[src/rtl/fib_job_arbiter.sv]
// Round-robin front end that time-shares one fib core between NREQ requesters,
// issuing jobs, timing them, and returning result or timeout per grantee.
module fib_job_arbiter #(
  parameter int NREQ    = 4,
  parameter int NW      = 6,
  parameter int DW      = 32,
  parameter int CW      = 32,
  parameter int TIMEOUT = 1000000
) (
  input  logic                 clk,
  input  logic                 rst,
  input  logic [NREQ-1:0]      req_valid,
  input  logic [NREQ*NW-1:0]   req_n,
  output logic [NREQ-1:0]      req_ready,
  output logic [NREQ-1:0]      resp_valid,
  output logic [DW-1:0]        resp_data,
  output logic [CW-1:0]        resp_cycles,
  output logic                 resp_err,
  input  logic [NREQ-1:0]      resp_ready,
  output logic                 core_r_enable,
  output logic [NW-1:0]        core_n,
  output logic [DW-1:0]        core_a,
  output logic [DW-1:0]        core_b,
  output logic                 core_controlArr,
  input  logic                 core_w_enable,
  input  logic [DW-1:0]        core_result,
  output logic                 busy
);
  localparam int GW = (NREQ > 1) ? $clog2(NREQ) : 1;
  localparam logic [CW-1:0] TIMEOUT_C = CW'(TIMEOUT);
  localparam logic [CW-1:0] LAST_C    = CW'(TIMEOUT - 1);

  typedef enum logic [1:0] {IDLE, ISSUE, WAIT, RESP} state_t;

  state_t          state_reg, state_next;
  logic [GW-1:0]   rr_ptr_reg, rr_ptr_next;
  logic [GW-1:0]   grant_reg, grant_next;
  logic [NW-1:0]   n_reg, n_next;
  logic [DW-1:0]   a_reg, a_next;
  logic [CW-1:0]   count_reg, count_next;
  logic [DW-1:0]   data_reg, data_next;
  logic [CW-1:0]   cycles_reg, cycles_next;
  logic            err_reg, err_next;
  logic            w_prev_reg;
  logic            pick_found;
  logic [GW-1:0]   pick_idx;
  logic [NW-1:0]   req_n_arr [NREQ];

  genvar gi;
  generate
    for (gi = 0; gi < NREQ; gi++) begin : g_req
      assign req_n_arr[gi]  = req_n[gi*NW +: NW];
      assign req_ready[gi]  = (state_reg == IDLE) && pick_found && (pick_idx == GW'(gi));
      assign resp_valid[gi] = (state_reg == RESP) && (grant_reg == GW'(gi));
    end
  endgenerate

  // Scan from the highest offset down so the nearest requester after rr_ptr wins.
  always_comb begin
    pick_found = 1'b0;
    pick_idx   = '0;
    for (int k = NREQ - 1; k >= 0; k--) begin
      if (req_valid[(int'(rr_ptr_reg) + k) % NREQ]) begin
        pick_found = 1'b1;
        pick_idx   = GW'((int'(rr_ptr_reg) + k) % NREQ);
      end
    end
  end

  always_comb begin
    state_next  = state_reg;
    rr_ptr_next = rr_ptr_reg;
    grant_next  = grant_reg;
    n_next      = n_reg;
    a_next      = a_reg;
    count_next  = count_reg;
    data_next   = data_reg;
    cycles_next = cycles_reg;
    err_next    = err_reg;
    case (state_reg)
      IDLE: begin
        if (pick_found) begin
          grant_next = pick_idx;
          n_next     = req_n_arr[pick_idx];
          a_next     = DW'(1);
          state_next = ISSUE;
        end
      end
      ISSUE: begin
        count_next = '0;
        state_next = WAIT;
      end
      WAIT: begin
        if (count_reg != '1) count_next = count_reg + CW'(1);
        // Only a rising done edge counts; a level left over from an earlier job is ignored.
        if (core_w_enable && !w_prev_reg) begin
          data_next   = core_result;
          cycles_next = (count_reg == '1) ? count_reg : count_reg + CW'(1);
          err_next    = 1'b0;
          state_next  = RESP;
        end else if (count_reg >= LAST_C) begin
          data_next   = '0;
          cycles_next = TIMEOUT_C;
          err_next    = 1'b1;
          state_next  = RESP;
        end
      end
      RESP: begin
        if (resp_ready[grant_reg]) begin
          rr_ptr_next = (grant_reg == GW'(NREQ - 1)) ? '0 : grant_reg + GW'(1);
          data_next   = '0;
          cycles_next = '0;
          err_next    = 1'b0;
          state_next  = IDLE;
        end
      end
      default: state_next = IDLE;
    endcase
  end

  always_ff @(posedge clk) begin
    if (rst) begin
      state_reg  <= IDLE;
      rr_ptr_reg <= '0;
      grant_reg  <= '0;
      n_reg      <= '0;
      a_reg      <= '0;
      count_reg  <= '0;
      data_reg   <= '0;
      cycles_reg <= '0;
      err_reg    <= 1'b0;
      w_prev_reg <= 1'b1;
    end else begin
      state_reg  <= state_next;
      rr_ptr_reg <= rr_ptr_next;
      grant_reg  <= grant_next;
      n_reg      <= n_next;
      a_reg      <= a_next;
      count_reg  <= count_next;
      data_reg   <= data_next;
      cycles_reg <= cycles_next;
      err_reg    <= err_next;
      w_prev_reg <= core_w_enable;
    end
  end

  assign resp_data       = data_reg;
  assign resp_cycles     = cycles_reg;
  assign resp_err        = err_reg;
  assign core_r_enable   = (state_reg == ISSUE);
  assign core_n          = n_reg;
  assign core_a          = a_reg;
  assign core_b          = '0;
  assign core_controlArr = 1'b0;
  assign busy            = (state_reg != IDLE);
endmodule

[config.mk]
export PLATFORM = sky130hd
export DESIGN_NAME = fib_job_arbiter
export DESIGN_NICKNAME = d
export VERILOG_FILES = /design/src/rtl/fib_job_arbiter.sv
export SDC_FILE = /design/constraint.sdc
export NUM_CORES = 1
export LEC_CHECK = 0
export CORE_MARGIN = 10
export CORE_UTILIZATION = 37
export DETAILED_ROUTE_END_ITERATION = 7
export PLACE_DENSITY = 0.7
export SLEW_MARGIN = 40
export SYNTH_ARGS = -nofsm -noshare
export SYNTH_HDL_FRONTEND = slang
export SYNTH_SLANG_ARGS = --single-unit
[constraint.sdc]
create_clock -name clk -period 2.7 [get_ports clk]
set_input_delay 0.81 -clock clk [delete_from_list [all_inputs] [get_ports clk]]
set_output_delay 0.81 -clock clk [all_outputs]
set_load 0.01 [all_outputs]
==> results of run 1 <==
## final cells by class
cell class                      instances  area [um2]  share of cell area (%)
Clock buffer                           11         243                    2.94
Clock inverter                          5        41.3                   0.500
Inverter                               21        78.8                   0.954
Multi-Input combinational cell        580        3410                    41.3
Sequential cell                       111        2220                    26.9
Tap cell                              216         270                    3.27
Timing Repair Buffer                  211        2000                    24.2
## power groups by stage
stage	clock network (mW)	registers [mW]	logic (mW)
floorplan	0	1.92	0.785
global placement	0	1.87	1.45
detailed placement	0	1.87	1.46
CTS	1.33	1.83	1.54
global route	1.40	1.85	1.70
finish	1.29	1.83	1.56
## stage by stage
step | power [mW] | std cells
after floorplan | 2.70 | 833
after global placement | 3.32 | 1123
after detailed placement | 3.33 | 1123
after CTS | 4.70 | 1156
after global routing | 4.95 | 1155
final | 4.68 | 1155
## final timing paths
kind	depth (start not counted)	slack (ns)	endpoint	start
worst min-delay path	2	0.45	core_a[0]	core_a[0]
worst max-delay path	8	-0.03	req_ready[1]	req_valid[2]
worst min register to register	2	0.45	core_a[0]	core_a[0]
worst max register to register	15	0.16	grant_reg[0]	rr_ptr_reg[1]
## cell families after synthesis
family / count (synthesis) / synth area share (%)
AO/OA/AOI/OAI: 175 / 17.6
XOR/XNOR: 22 / 3.14
adder cells (fa/ha/maj): 9 / 1.84
buffers and inverters: 142 / 13.2
flip-flops: 111 / 36.3
multiplexers: 25 / 4.45
other: 1 / 0.0612
AND/OR/NAND/NOR: 285 / 23.5
## cell usage in the layout, fill, tap and decap left out, types with 8 or more instances in the layout
cell type / n
conb_1: 64
nand2_1: 87
ha_1: 9
clkdlybuf4s50_1: 140
mux2_2: 8
nand2b_1: 9
buf_4: 57
nor4_1: 9
xnor2_1: 16
a21o_1: 8
nand3_1: 59
inv_1: 19
nor2_1: 33
and3_1: 8
o21ai_0: 88
mux2i_1: 16
o211ai_1: 19
nand4_1: 16
dfxtp_1: 111
or3_1: 9
nor3_1: 16
clkbuf_16: 9
a21oi_1: 21
## worst min-delay path, stage by stage, from the launching register on
cell	delay [ns]
dfxtp_1	0.31
inv_1	0.05
a21oi_1	0.05
## layer usage
layer | global-route usage (%) | wire length [um]
met5 | 0 | 0
met4 | 7.93 | 702
met3 | 3.73 | 1160
met2 | 25.9 | 8830
met1 | 19.8 | 8060
## timing repair
| item | 4_1_cts | 5_1_grt |
|---|---|---|
| gates resized for setup | 41 | 11 |
| hold endpoints to repair | 0 | 0 |
| setup buffers | 18 | 2 |
| pin swaps | 6 | 3 |
| setup endpoints to repair | 4 | 5 |
==> metrics.csv, run 1 <==
metric,value,unit
switching_share,33.0,%
avgSynthCellArea,7.96,um2
core,16100,um2
maxSlewViolCount,0,
synth_top_area_share,36.3,%
hp-class,register to register,
overflow,0,
worst_pin_slew,0.675,ns
period_needed,2.73,ns
synth.distinct_cells,55,
gp_congestion,0.920,
hold_violations,0,
drtIter0Drc,474,
initial_utilization,38.2,%
synth_area_leaders,"dfxtp_1 (36%), buf_4 (7.8%), o21ai_0 (7.2%), nand2_1 (5.3%), nand3_1 (4.8%)",
clockBufferDepth,2,
wl_per_cell,16.2,um
dieArea,22100,um2
ys_ff_latch,111,
final.setup.tns,-0.0531,ns
cts_hold_buffers,0,
cts_buffers,9,
power_frac_comb,33.3,%
drv_cap,0,
synth-edff-count,0,
drt-total-wl,18800,um
violations,setup timing,
yosysTopAreaCell,dfxtp_1,
ys_top_cells_by_count,"dfxtp_1 (111), o21ai_0 (88), nand2_1 (87)",
syn-instance-count,770,
setup_violations,2,
status,"complete, but fails checks",
cp_slowest_stage_delay,0.27,ns
fillers,1523,
power_density,566,nW/um2
arrival,1.92,ns
fmax,0.366,GHz
clock-sinks,111,
cts_tree,yes,
synthArstFlopShare,0,%
via_per_inst,5.08,
cp_slowest_cell,nor4_4,
max-vdd-ir-drop,0.397,mV
endpoint_kind,output port,
cp_max_fo,3,
yosysWarnings,0,
area_growth,34.8,%
clockRootBuffer,clkbuf_16,
diodes,0,
htreeDepth,3,
period_share,101,%
switchingPower,1.54,mW
post-dp-hpwl,14100,um
maxSlewHeadroom,55.0,%
grt_max_degree,81,
grt_pass1_wl,29400,um
p_leak,3.08,nW
ant_nets,0,
internal_power,3.14,mW
drt-pass1-iter-count,5,
synth_most_common_cell,dfxtp_1,
die_x,149,um
grt_usage,16.1,%
grt_setup_unrepaired,true,
drive_gt1_share,12.7,%
numPortBuffers,148,
syn_area,6130,um2
setup_ws,-0.0297,ns
post-place-ws,-0.768,ns
die_h,149,um
antenna_found_initial,0,
cp-start-kind,input port,
io_pins,213,
fin_util,51.5,%
vias,5868,
path_clk_slew,0.07,ns
skew,0.00721,ns
crit_required,1.89,ns
finalInstanceArea,8270,um2
seqPwrFrac,39.2,%
worstPathBufferInverterCount,4,
ys.flop_type,dfxtp_1,
crit_chain,buf_8 > buf_12 > nor4_4 > nand2b_4 > nand2b_1 > buf_6 > nor2_2 > buf_2,
clk_latency,0.35,ns
fp-row-count,46,
path_delay_family,simple AND/OR/NAND/NOR gates,
final_net_count,1010,
clockPowerShare,27.5,%
path_class,input port to output port,
hold-worst-slack,0.454,ns
place_area,7810,um2
drc,0,
first_global_vias,5554,
yosysSeqAreaShare,36.3,%
Power figures use the tool's default switching activity.
==> inputs of run 2 (changes only) <==
- GPL_ROUTABILITY_DRIVEN: default -> 0
==> results of run 2 <==
Final layout, timing and power as in run 1 (identical DEF).
==> inputs of run 3 (changes only) <==
- RECOVER_POWER: default -> 100
- SLEW_MARGIN: 40 -> default
==> metrics.csv, run 3 (synthesis gave the netlist of run 1 again) <==
metric,value,unit
status,"complete, but fails checks",
violations,setup timing,
maxSlewHeadroom,54.6,%
fp-row-count,46,
dieArea,22100,um2
cp_slowest_stage_delay,0.27,ns
clk_latency,0.35,ns
antenna_found_initial,0,
ant_nets,0,
r2r_cells,8,
layout_commonest_cell,dfxtp_1,
top_layer_used,met4,
max-vdd-ir-drop,0.393,mV
core,16100,um2
drtIter0Drc,482,
skew,0.00671,ns
grt_setup_unrepaired,true,
cp-start-kind,input port,
hold-worst-slack,0.450,ns
cp_max_fo,3,
drive_gt1_share,12.1,%
overflow,0,
endpoint_kind,output port,
final_cell_mix,"dfxtp_1 (111), o21ai_0 (91), nand2_1 (87)",
path_clk_slew,0.07,ns
worst_pin_slew,0.681,ns
crit_required,1.89,ns
switching_share,33.2,%
crit_chain,buf_8 > buf_12 > nor4_4 > nand2b_4 > nand2b_1 > buf_6 > nor2_2 > buf_2,
cts_tree,yes,
grt_pass1_wl,29400,um
dp_cells,1123,
period_share,101,%
area_growth,34.3,%
diodes,0,
grt_max_degree,81,
power_density,561,nW/um2
numPortBuffers,148,
period_needed,2.73,ns
die_x,149,um
fillers,1530,
internal_power,3.09,mW
initial_utilization,38.2,%
crit_cells,8,
cp_slowest_cell,nor4_4,
fin_cells,1155,
setup_ws,-0.0299,ns
arrival,1.92,ns
p_leak,3.31,nW
cts_hold_buffers,0,
clockRootBuffer,clkbuf_16,
clockPowerShare,28.0,%
setup_violations,2,
drt-total-wl,18600,um
switchingPower,1.53,mW
via_per_inst,5.09,
drt-pass1-iter-count,5,
drc,0,
worstPathBufferInverterCount,4,
post-dp-hpwl,14100,um
io_pins,213,
wl_met3,1200,um
grt_usage,16.1,%
path_delay_family,simple AND/OR/NAND/NOR gates,
hp-class,register to register,
vias,5879,
wl_per_cell,16.1,um
maxSlewViolCount,0,
seqPwrFrac,39.6,%
die_h,149,um
drv_cap,0,
first_global_vias,5554,
clockBufferDepth,2,
wl_met2,8830,um
htreeDepth,3,
routedLengthMet1,7940,um
clock-sinks,111,
cts_buffers,9,
final_net_count,1010,
hold_violations,0,
path_class,input port to output port,
fmax,0.366,GHz
hold_depth,2,
power_frac_comb,32.5,%
==> run 3: worst paths after layout <==
kind         slack (ns)          from             end
min reg2reg        0.45     core_a[0]       core_a[0]
max               -0.03  req_valid[2]    req_ready[1]
min                0.45     core_a[0]       core_a[0]
max reg2reg        0.09  count_reg[1]  resp_cycles[0]
==> run 3: worst min-delay path, cell delays in order (launching register included) <==
cell	delay, ns
dfxtp_1	0.31
inv_1	0.05
a21oi_1	0.05
==> run 3: cell type report <==
| class | count | area, um2 | share of cell area (%) |
|---|---|---|---|
| flip-flops and latches | 111 | 2220 | 27.0 |
| repair buffers | 211 | 1980 | 24.1 |
| clock buffers | 11 | 243 | 2.95 |
| multi-input cells | 580 | 3390 | 41.2 |
| inverters | 21 | 78.8 | 0.958 |
| well taps | 216 | 270 | 3.28 |
| clock inverters | 5 | 41.3 | 0.502 |
==> run 3: timing repair <==
item | 4_1_cts | 5_1_grt
endpoints found under the setup margin | 4 | 5
gates resized for setup | 41 | 11
buffers inserted | 18 | 2
cloned | 0 | 0
pin swaps | 6 | 3
==> run 3: power by group through the flow <==
stage	Sequential [mW]	Combinational, mW	Clock [mW]
after CTS	1.83	1.54	1.33
after global routing	1.84	1.65	1.40
final	1.83	1.50	1.29
after floorplan	1.92	0.785	0
after detailed placement	1.87	1.46	0
after global placement	1.87	1.45	0
==> run 3: per-stage QoR <==
step | utilization (%) | instance area (um2) | TNS (ns) | total power, mW | setup WS, ns
2_1_floorplan | - | 6380 | 0 | 2.70 | 0.0260
3_3_place_gp | 48.6 | 7810 | -2.77 | 3.32 | -0.717
3_5_place_dp | 48.6 | 7810 | -3.03 | 3.33 | -0.768
4_1_cts | 51.2 | 8220 | 0 | 4.70 | 0.00276
5_1_grt | 51.3 | 8230 | -0.832 | 4.89 | -0.149
6_report | 51.3 | 8230 | -0.0557 | 4.62 | -0.0299
==> run 3: layer usage <==
metal	vias to the layer above	track usage, %
met2	228	25.9
met5	-	0
met1	2698	19.8
met4	0	7.93
met3	41	3.73
li1	2912	-
